**src/rtl/alu_seq.sv**
```systemverilog
// Registered ALU with accumulator chaining and multi-cycle shift-add multiply.
// Define ALU_SEQ_FLAGS_EN to build the {zero, carry, negative, overflow} flag register.
`timescale 1ns/1ps
module alu_seq #(
    parameter int W = 4
) (
    input  logic            clock,
    input  logic            resetn,
    input  logic            start,
    input  logic [2:0]      func,
    input  logic [W-1:0]    a,
    input  logic [W-1:0]    b,
    input  logic            use_acc,
    input  logic            acc_we,
    input  logic            acc_clr,
    output logic            busy,
    output logic            done,
    output logic [2*W-1:0]  result,
    output logic [2*W-1:0]  acc,
    output logic [3:0]      flags
);
    localparam int RW = 2 * W;
    localparam int CW = $clog2(W + 1);

    typedef enum logic {IDLE, MUL} state_t;
    state_t state, state_nxt;

    logic [W-1:0]  bop;
    logic [W:0]    sum;
    logic [W-1:0]  dif;
    logic [RW-1:0] bz, alu_res, psum;
    logic [RW-1:0] mcand, prod;
    logic [W-1:0]  mplier;
    logic [CW-1:0] cnt;
    logic          we_q;
    logic          fire_alu, fire_mul, mul_last;
    logic          shift_oor;

    assign bop       = use_acc ? acc[W-1:0] : b;
    assign sum       = {1'b0, a} + {1'b0, bop};
    assign dif       = a - bop;
    assign bz        = {{W{1'b0}}, bop};
    assign shift_oor = 32'(a) >= 32'(RW);
    assign psum      = prod + (mplier[0] ? mcand : '0);

    always_comb begin
        alu_res = '0;
        case (func)
            3'd0:    alu_res = {{(RW-W-1){1'b0}}, sum};
            3'd1:    alu_res = {{W{dif[W-1]}}, dif};
            3'd2:    alu_res = {a | bop, a ^ bop};
            3'd3:    alu_res = {{(RW-1){1'b0}}, (|a) | (|bop)};
            3'd4:    alu_res = {a, bop};
            3'd5:    alu_res = shift_oor ? '0 : bz << a;
            3'd6:    alu_res = shift_oor ? '0 : bz >> a;
            default: alu_res = '0;
        endcase
    end

    always_ff @(posedge clock or negedge resetn) begin
        if (!resetn) state <= IDLE;
        else         state <= state_nxt;
    end

    always_comb begin
        state_nxt = state;
        case (state)
            IDLE:    if (start && func == 3'd7) state_nxt = MUL;
            MUL:     if (cnt == '0) state_nxt = IDLE;
            default: state_nxt = IDLE;
        endcase
    end

    always_comb begin
        busy     = (state == MUL);
        fire_alu = (state == IDLE) && start && (func != 3'd7);
        fire_mul = (state == IDLE) && start && (func == 3'd7);
        mul_last = (state == MUL) && (cnt == '0);
    end

    // cnt counts the remaining steps; the last step writes psum straight to result
    always_ff @(posedge clock or negedge resetn) begin
        if (!resetn) begin
            result <= '0;
            done   <= 1'b0;
            acc    <= '0;
            mcand  <= '0;
            mplier <= '0;
            prod   <= '0;
            cnt    <= '0;
            we_q   <= 1'b0;
        end else begin
            done <= fire_alu | mul_last;
            if (fire_alu)      result <= alu_res;
            else if (mul_last) result <= psum;

            if (fire_mul) begin
                mcand  <= {{W{1'b0}}, a};
                mplier <= bop;
                prod   <= '0;
                cnt    <= CW'(W - 1);
                we_q   <= acc_we;
            end else if (busy) begin
                mcand  <= mcand << 1;
                mplier <= mplier >> 1;
                prod   <= psum;
                cnt    <= cnt - CW'(1);
            end

            if (acc_clr)                  acc <= '0;
            else if (fire_alu && acc_we)  acc <= alu_res;
            else if (mul_last && we_q)    acc <= psum;
        end
    end

`ifdef ALU_SEQ_FLAGS_EN
    logic c_f, v_f;

    always_comb begin
        c_f = 1'b0;
        v_f = 1'b0;
        if (func == 3'd0) begin
            c_f = sum[W];
            v_f = (a[W-1] == bop[W-1]) && (sum[W-1] != a[W-1]);
        end else if (func == 3'd1) begin
            c_f = (a < bop);
            v_f = (a[W-1] != bop[W-1]) && (dif[W-1] != a[W-1]);
        end
    end

    always_ff @(posedge clock or negedge resetn) begin
        if (!resetn)       flags <= 4'b0000;
        else if (fire_alu) flags <= {alu_res == '0, c_f, alu_res[RW-1], v_f};
        else if (mul_last) flags <= {psum == '0, 1'b0, psum[RW-1], 1'b0};
    end
`else
    assign flags = 4'b0000;
`endif

endmodule

```
**config.mk**
```make
export PLATFORM = sky130hd
export DESIGN_NAME = alu_seq
export DESIGN_NICKNAME = d
export VERILOG_FILES = /design/src/rtl/alu_seq.sv
export SDC_FILE = /design/constraint.sdc
export NUM_CORES = 1
export LEC_CHECK = 0
export ABC_AREA = 0
export CORE_MARGIN = 2
export CORE_UTILIZATION = 60
export CTS_CLUSTER_DIAMETER = 200
export CTS_CLUSTER_SIZE = 20
export DETAILED_ROUTE_END_ITERATION = 7
export GPL_ROUTABILITY_DRIVEN = 1
export PLACE_DENSITY = 0.86
export SLEW_MARGIN = 5
export SYNTH_ARGS = -nofsm -noshare
export SYNTH_HDL_FRONTEND = slang
export SYNTH_SLANG_ARGS = --single-unit
export TNS_END_PERCENT = 30
```
**constraint.sdc**
```tcl
create_clock -name clock -period 5.7 [get_ports clock]
set_input_delay 1.14 -clock clock [delete_from_list [all_inputs] [get_ports clock]]
set_output_delay 1.14 -clock clock [all_outputs]
set_load 0.02 [all_outputs]
```
After elaboration in Yosys (flattened, before gate mapping). Index checks and enable logic that the tools add are counted.

Equality and inequality tests: 8. Order comparisons: 1. Multiplexer cells: 21. Add/sub/neg operators: 4. Shifts and indexed selects: 2. Bitwise logic cells: 5. Reductions and logical operators: 14.

Operators by type and width (count): 8-bit two-way mux (12); 8-bit case mux with 7 select lines (1); 3-bit equality test (second input constant) (4); 4-bit two-way mux (3); 8-bit adder (1); 4-bit OR reduction (2); 4-bit by 4-bit left shift with 8-bit output (1); 4-bit by 4-bit >> shifter with 8-bit output (1); 1-bit logical AND (7); 3-bit by 2-bit equality test with 1-bit output (second input constant) (2); 3-bit logical NOT (2); 3-bit two-way mux (2); 4-bit by 4-bit adder with 5-bit output (1); 4-bit >= comparator (second input constant) (1); 4-bit OR (1); 2-bit nonzero test (2); 4-bit subtractor (1); 4-bit bitwise XOR (1); 3-bit by 1-bit equality test with 1-bit output (second input constant) (1); 3-bit inequality test (second input constant) (1); 3-bit nonzero test (1); 3-bit by 1-bit subtractor with 3-bit output (second input constant) (1); 1-bit two-way mux (2); 1-bit OR (2); 2 further kinds (2).

Input port bits: 17. Flip-flop bits (word level): 42. Logic and storage cells: 64. Output and inout port bits: 22.

Depth between registers and ports, before layout. Gate-level depths: netlist of run 1.

Depth in word-level cells: 6. Mapped depth: 12.

Worst setup path before layout of run 1. Ideal clock, no wire load.

Path type: input to register. From: input use_acc. To: register result[4]. Data arrival time: 3.137 ns. Cell stages on the path: 8. Path slack: 2.420 ns. Library setup time: 0.143 ns. Path through: buf_6 mux2i_1 ha_1 nor3_1 a211o_1 mux2_2 nor4_2 o221ai_1.

Longest elaborated chain between the ends: 5. Elaborated cells on any way between the ends: 10. Those cells by class: 2 x add/sub; 2 x shift; 5 x mux; 1 x bitwise.

RTL lines: start, declared (RTL line 13) `input logic use_acc,`; 4-bit two-way mux (*) (RTL line 39) `assign bop = use_acc ? acc[W-1:0] : b;`; 4-bit by 4-bit >> shifter with 8-bit output / 4-bit by 4-bit left shift with 8-bit output (equally long branches) (RTL line 55, 54); 8-bit two-way mux, on equally long branches (RTL line 55, 54); 8-bit case mux with 7 select lines (*) (RTL line 48) `case (func)`; 8-bit two-way mux (*) (RTL line 94) `if (fire_alu) result <= alu_res;`; end signal, assigned (RTL line 94); end signal, assigned (RTL line 95) `else if (mul_last) result <= psum;`; end, declared (RTL line 18) `output logic [2*W-1:0] result,`.

Mark *: on every way between the ends. The rest lies on a longest branch, timed or not. A chain may end at the register's enable or synchronous reset.

Worst setup path in the final report of run 1.
From: input use_acc. To: register acc[2].

Longest elaborated chain between the ends: 6. Elaborated cells on any way between the ends: 11. Those cells by class: 2 x add/sub; 2 x shift; 6 x mux; 1 x bitwise.

RTL lines: 4-bit two-way mux (*) (RTL line 39); 4-bit by 4-bit >> shifter with 8-bit output / 4-bit by 4-bit left shift with 8-bit output (equally long branches) (RTL line 55, 54); 8-bit two-way mux, on equally long branches (RTL line 55, 54); 8-bit case mux with 7 select lines (*) (RTL line 48); 8-bit two-way mux (*) (RTL line 111) `else if (fire_alu && acc_we) acc <= alu_res;`; 8-bit two-way mux (*) (RTL line 110) `if (acc_clr) acc <= '0;`; end signal, assigned (RTL line 111); end signal, assigned (RTL line 112) `else if (mul_last && we_q) acc <= psum;`; end, declared (RTL line 19) `output logic [2*W-1:0] acc,`.

Marks and branches as above.

==> qor.tcl, run 1 <==
set qor(routed-via-count) 2769
set qor(start_util_pct) 63.1
set qor(globalplace.congestion) 1.03
set qor(slew-limit-headroom_pct) 39.0
set qor(floorplan.die_area_mm2) 0.00565
set qor(ctsHoldBuffers) 0
set qor(ir_drop_mv) 0.204
set qor(wire_length_of_the_first_global_routing_pass_um) 13000
set qor(maximum_number_of_pins_on_one_net_before_global_route_repair) 43
set qor(min-delay-start) {prod[6]}
set qor(synth.distinct_cells) 50
set qor(layout_worst_path_cycle_share_pct) 71.9
set qor(worstHoldEndpoint) {prod[6]}
set qor(crit_required_ns) 5.89
set qor(synth_cells) 344
set qor(antennaDiodeCount) 0
set qor(grt_use_total_pct) 30.7
set qor(worst_r2r_path_depth) 7
set qor(num_io_pins) 39
set qor(synth_seq_cells) 42
set qor(fp.dieW_um) 75.2
set qor(synth.yosys.warnings) 0
set qor(area_growth_syn_to_layout_pct) 14.5
set qor(fin_worst_skew_ns) 0.00813
set qor(grt_pass1_vias) 2618
set qor(finalSetupTns_ns) 0
set qor(max_cap_viol_count) 0
set qor(firstDrtPassIters) 6
set qor(yosys_most_used_dff) {sky130_fd_sc_hd__dfrtp_1}
set qor(number_of_synthesized_flops_with_an_enable_pin) 0
set qor(power_density_mw_per_mm2) 347
set qor(synthArstFlopShare_pct) 100
set qor(post_route_cells_drive_above_1_share_pct) 4.86
set qor(dr.first_iter.drc_count) 315
set qor(max_freq_ghz) 0.244
set qor(setup_repair_after_global_routing_missed_its_margin) {false}
set qor(cpMaxStageDelayCell) {sky130_fd_sc_hd__clkdlybuf4s50_1}
set qor(avgViaCountPerCell) 6.34
set qor(timing.final.hold_violations) 0
set qor(cts-buffers-inserted) 5
set qor(cp-start-kind) {primary input}
set qor(max-clock-path-buffers) 2
set qor(worst_hold_path_type) {reg2reg}
set qor(cts_tree) {yes}
set qor(worst_setup_hold_path_clk_slew_ns) 0.09
set qor(routedWlPerCell_um) 17.9
set qor(remaining_drc_errors) 0
set qor(worstSkewPairLatency_ns) 0.30
set qor(dp.final_hpwl_um) 5870
set qor(clock-root-buffer) {sky130_fd_sc_hd__clkbuf_8}
set qor(numClockSinks) 42
set qor(synth-seq-area-share_pct) 34.6
set qor(final_net_count) 410
set qor(mappedNetlistArea_mm2) 0.00304
set qor(floorplan.core_area_mm2) 0.00482
set qor(worst-endpoint-arrival_ns) 4.29
set qor(cp-end-kind) {register}
set qor(final_core_utilization_pct) 72.3
set qor(tightestPinTransition_ns) 0.915
set qor(outcome) {complete, no violations}
set qor(path_class) {in2reg}
set qor(grt_antenna_before_repair) 0
set qor(crit_fanout) 12
set qor(synth_area_per_inst_um2) 8.84
set qor(cts-htree-levels) 2
set qor(critical_path.cell_chain) {clkdlybuf4s50_1 -> mux2i_1 -> inv_1 -> fa_1 -> mux2i_1 -> nor3_1 -> a311oi_1 -> o211ai_1 -> a221o_1}
set qor(core.rowCount) 25
set qor(reg2reg_from) {acc[2]}
set qor(totalWireLength_um) 7830
set qor(crit_path_max_incr_delay_ns) 0.82
set qor(grt_remaining_overflow) 0
set qor(p_leak_nw) 1.54
set qor(drtAntennaViolNets) 0
set qor(post-route-min-period_ns) 4.10
set qor(portBuffers) 34
set qor(die-height_um) 75.2
set qor(crit_top_cell) {sky130_fd_sc_hd__mux2i_1}
set qor(setup_viol) 0
set qor(cp.depth) 9
set qor(hold_path_depth) 2
set qor(cts_resized) 0
set qor(setup.reg_to_reg.worst_slack_ns) 2.88
set qor(postcts_setup_bufs) 0
set qor(rr_endpoint) {result[5]}
set qor(crit_buf_inv) 2
set qor(final-max-slew-violation-count) 0
set qor(path_delay_family) {buffers and inverters}
## logic make-up after synthesis
| group | Yosys count | share of synthesized area [%] |
|---|---|---|
| buffers and inverters | 39 | 5.76 |
| xor gates and xnor gates | 10 | 2.88 |
| other | 1 | 0.123 |
| adders and majority gates | 24 | 10.6 |
| muxes | 15 | 6.42 |
| AOI/OAI and AO/OA | 92 | 21.0 |
| and+or+nand+nor | 121 | 18.6 |
| DFF | 42 | 34.6 |
## tightest hold or removal path, cell delays in order (launching register included)
cell and delay [ns]:
sky130_fd_sc_hd__dfrtp_1 0.36, sky130_fd_sc_hd__nand2_1 0.05, sky130_fd_sc_hd__o21ai_0 0.06
## Yosys cell counts, types with 8 or more instances
master / count / area [um^2]
sky130_fd_sc_hd__mux2i_1: 9 / 90.1
sky130_fd_sc_hd__a221o_1: 8 / 80.1
sky130_fd_sc_hd__nand2_1: 42 / 158
sky130_fd_sc_hd__nor2_1: 30 / 113
sky130_fd_sc_hd__ha_1: 21 / 263
sky130_fd_sc_hd__clkbuf_1: 9 / 33.8
sky130_fd_sc_hd__nand3_1: 8 / 40.0
sky130_fd_sc_hd__nor2b_1: 9 / 56.3
sky130_fd_sc_hd__nor3_1: 10 / 50.1
sky130_fd_sc_hd__a21oi_1: 17 / 85.1
sky130_fd_sc_hd__inv_1: 18 / 67.6
sky130_fd_sc_hd__and2_1: 9 / 56.3
sky130_fd_sc_hd__o21ai_0: 27 / 135
sky130_fd_sc_hd__dfrtp_1: 42 / 1050
## layout make-up
cell class / instances / area (um^2)
clock buffer: 6 / 72.6
clock inverter: 2 / 37.5
fill: 396 / 1340
inverter: 20 / 75.1
multi-input combinational: 266 / 1830
sequential: 42 / 1050
tap: 67 / 83.8
timing repair buffer: 34 / 335
## flip-flops by register name, summed over array words and instances (netlist names)
register  cells
we_q          1
prod          8
done          1
result        8
busy          1
cnt           3
mcand         8
acc           8
mplier        4
## cells in the final DEF, fill, tap and decap left out, drive strengths merged, types with 6 or more instances in the layout
cell type / instances
and2: 9
nor2: 30
o21ai: 27
nand2: 42
a22oi: 7
clkbuf: 6
mux2i: 9
xnor2: 6
nor2b: 9
a21oi: 17
a221o: 8
nor3: 10
inv: 18
ha: 21
clkdlybuf4s50: 33
dfrtp: 42
o221ai: 7
nand3: 8
## stage by stage
stage	worst slack [ns]	std cells	power, mW	hold slack, ns	instance area (um^2)
2_1_floorplan	2.42	347	0.787	0.456	3050
3_3_place_gp	1.38	429	0.950	0.471	3370
3_5_place_dp	1.31	429	0.968	0.484	3370
4_1_cts	1.64	437	1.21	0.504	3480
5_1_grt	1.38	437	1.28	0.538	3480
6_report	1.60	437	1.21	0.498	3480
## per-layer routing
metal	global-route usage, %	vias to the layer above	routed length, um
li1	-	1276	-
met1	41.8	1312	3280
met2	50.2	157	3780
met3	3.88	24	522
met4	11.5	0	248
met5	0	-	0
## power breakdown
group	switching (mW)	total, mW	internal [mW]	leakage [nW]
Clock	0.105	0.236	0.131	0.0514
Sequential	0.0960	0.490	0.394	0.560
Combinational	0.278	0.482	0.204	0.929
## worst max path at each step
stage                       start        end  slack (ns)
after floorplan           use_acc  result[4]        2.42
after global placement    use_acc     acc[2]        1.38
after detailed placement  use_acc  result[4]        1.31
after CTS                 use_acc  result[4]        1.64
after global routing      use_acc  result[5]        1.38
final                     use_acc     acc[2]        1.60
(Power assumes the default switching activity.)
==> run 2: changes to the inputs <==
- CORE_UTILIZATION: 60 -> 56
- PLACE_DENSITY: 0.86 -> 0.81
- clock period: 5.7 -> 4.2 ns (I/O delays scaled with it)
==> run 2 against run 1 <==
- routed wire length fell by 1.8%
- highest routed layer unchanged
- total power is 37% higher
- worst hold slack improved by 0.013 ns
- sequential share of layout area shrank 0.38 points
- critical endpoint unchanged
- largest power group unchanged
==> qor.tcl, run 2 (synthesis gave the netlist of run 1 again) <==
set qor(outcome) {complete, no violations}
set qor(worst_r2r_path_depth) 8
set qor(fin_worst_skew_ns) 0.00528
set qor(pwr-share-clk_pct) 19.9
set qor(crit_required_ns) 4.39
set qor(max-clock-path-buffers) 2
set qor(avgViaCountPerCell) 6.20
set qor(max_cap_viol_count) 0
set qor(p_leak_nw) 1.57
set qor(fp.dieW_um) 77.7
set qor(crit_fanout) 10
set qor(route.met3.wl_um) 465
set qor(worst_hold_path_type) {reg2reg}
set qor(rr_endpoint) {acc[7]}
set qor(routedWlPerCell_um) 17.3
set qor(ctsHoldBuffers) 0
set qor(hold_path_depth) 2
set qor(drtAntennaViolNets) 0
set qor(grt_use_total_pct) 26.8
set qor(portBuffers) 34
set qor(core.rowCount) 26
set qor(p_int_mw) 0.994
set qor(worstHoldEndpoint) {result[5]}
set qor(worst_setup_hold_path_clk_slew_ns) 0.09
set qor(postcts_setup_bufs) 0
set qor(floorplan.die_area_mm2) 0.00603
set qor(globalplace.congestion) 0.886
set qor(layout_common_cells) {sky130_fd_sc_hd__nand2_1, sky130_fd_sc_hd__dfrtp_1, sky130_fd_sc_hd__clkdlybuf4s50_1}
set qor(layout_worst_path_cycle_share_pct) 84.9
set qor(cp-start-kind) {primary input}
set qor(grt_remaining_overflow) 0
set qor(min-delay-start) {result[5]}
set qor(wire_length_of_the_first_global_routing_pass_um) 12800
set qor(fraction_of_power_spent_switching_nets_pct) 39.8
set qor(power_frac_seq_pct) 40.3
set qor(pre_cts_ws_ns) 0.341
set qor(cts_tree) {yes}
set qor(maximum_number_of_pins_on_one_net_before_global_route_repair) 43
set qor(nFillCells) 397
set qor(grt_pass1_vias) 2596
set qor(num_io_pins) 39
set qor(antennaDiodeCount) 0
set qor(slew-limit-headroom_pct) 39.7
set qor(setup_viol) 0
set qor(ir_drop_mv) 0.279
set qor(max_freq_ghz) 0.280
set qor(cp-end-kind) {register}
set qor(area_growth_syn_to_layout_pct) 15.9
set qor(path_class) {in2reg}
set qor(worst-endpoint-arrival_ns) 3.75
set qor(remaining_drc_errors) 0
set qor(final_net_count) 415
set qor(final-max-slew-violation-count) 0
set qor(die-height_um) 77.7
set qor(grt_antenna_before_repair) 0
set qor(worstSkewPairLatency_ns) 0.30
set qor(numClockSinks) 42
set qor(routed-via-count) 2757
set qor(tightestPinTransition_ns) 0.905
set qor(setup.reg_to_reg.worst_slack_ns) 1.51
set qor(start_util_pct) 58.8
set qor(wirelength_met1_um) 3370
set qor(firstDrtPassIters) 7
set qor(setup_repair_after_global_routing_missed_its_margin) {false}
set qor(fin_ws_ns) 0.635
set qor(cts_resized) 0
set qor(cts-htree-levels) 2
set qor(route.top_layer_used) {met4}
set qor(post_route_cells_drive_above_1_share_pct) 6.40
set qor(cts-buffers-inserted) 5
set qor(power.switching_mw) 0.656
set qor(dr_wl_met2_um) 3610
set qor(clock-root-buffer) {sky130_fd_sc_hd__clkbuf_8}
set qor(finalSetupTns_ns) 0
set qor(reg2reg_from) {mplier[0]}
set qor(dp.final_hpwl_um) 5740
set qor(dr.first_iter.drc_count) 351
set qor(floorplan.core_area_mm2) 0.00517
set qor(power_density_mw_per_mm2) 468
set qor(comb_power_share_pct) 39.8
set qor(timing.final.hold_violations) 0
set qor(totalWireLength_um) 7690
set qor(post-route-min-period_ns) 3.57
==> run 2: worst max-delay path, stage by stage <==
cell and delay, ns:
sky130_fd_sc_hd__clkdlybuf4s50_1 0.75, sky130_fd_sc_hd__clkinv_1 0.41, sky130_fd_sc_hd__ha_1 0.37, sky130_fd_sc_hd__inv_1 0.13
sky130_fd_sc_hd__fa_1 0.21, sky130_fd_sc_hd__inv_1 0.04, sky130_fd_sc_hd__mux2i_1 0.13, sky130_fd_sc_hd__nor3_1 0.06
sky130_fd_sc_hd__a311oi_1 0.26, sky130_fd_sc_hd__o211ai_1 0.18, sky130_fd_sc_hd__a221o_1 0.36
==> run 2: layer usage <==
layer / GRT usage, % / up-vias
met5: 0 / -
met4: 9.82 / 0
li1: - / 1291
met3: 4.42 / 21
met1: 37.0 / 1322
met2: 42.5 / 123
==> run 2: power by group through the flow <==
stage                     Combinational (mW)  Sequential [mW]  Clock (mW)
after CTS                              0.657            0.662       0.331
after detailed placement               0.653            0.668           0
after global placement                 0.633            0.664           0
after floorplan                        0.395            0.673           0
after global routing                   0.724            0.687       0.347
final                                  0.657            0.664       0.328
==> run 2: area by class of cell <==
type                    count  area (um^2)  area share, %
multi-input cells         266         1830           51.8
clock buffers               5         68.8           1.95
inverters                  20         75.1           2.13
flip-flops and latches     42         1050           29.8
clock inverters             3         43.8           1.24
repair buffers             39          373           10.6
well taps                  70         87.6           2.48
==> run 2: metrics by stage <==
| stage | power (mW) | cell area [um^2] | hold WS (ns) | std cells | util [%] |
|---|---|---|---|---|---|
| floorplan | 1.07 | 3050 | 0.456 | 347 | - |
| global placement | 1.30 | 3410 | 0.477 | 437 | 66.0 |
| detailed placement | 1.32 | 3410 | 0.477 | 437 | 66.0 |
| CTS | 1.65 | 3520 | 0.506 | 445 | 68.1 |
| global route | 1.76 | 3520 | 0.534 | 445 | 68.1 |
| finish | 1.65 | 3520 | 0.511 | 445 | 68.1 |
==> run 2: worst max path at each step <==
stage	startpoint	endpoint	slack, ns
global route	use_acc	acc[4]	0.34
global placement	a[0]	acc[2]	0.43
finish	a[0]	acc[2]	0.63
floorplan	use_acc	result[4]	1.22
detailed placement	use_acc	result[4]	0.34
CTS	use_acc	acc[4]	0.66
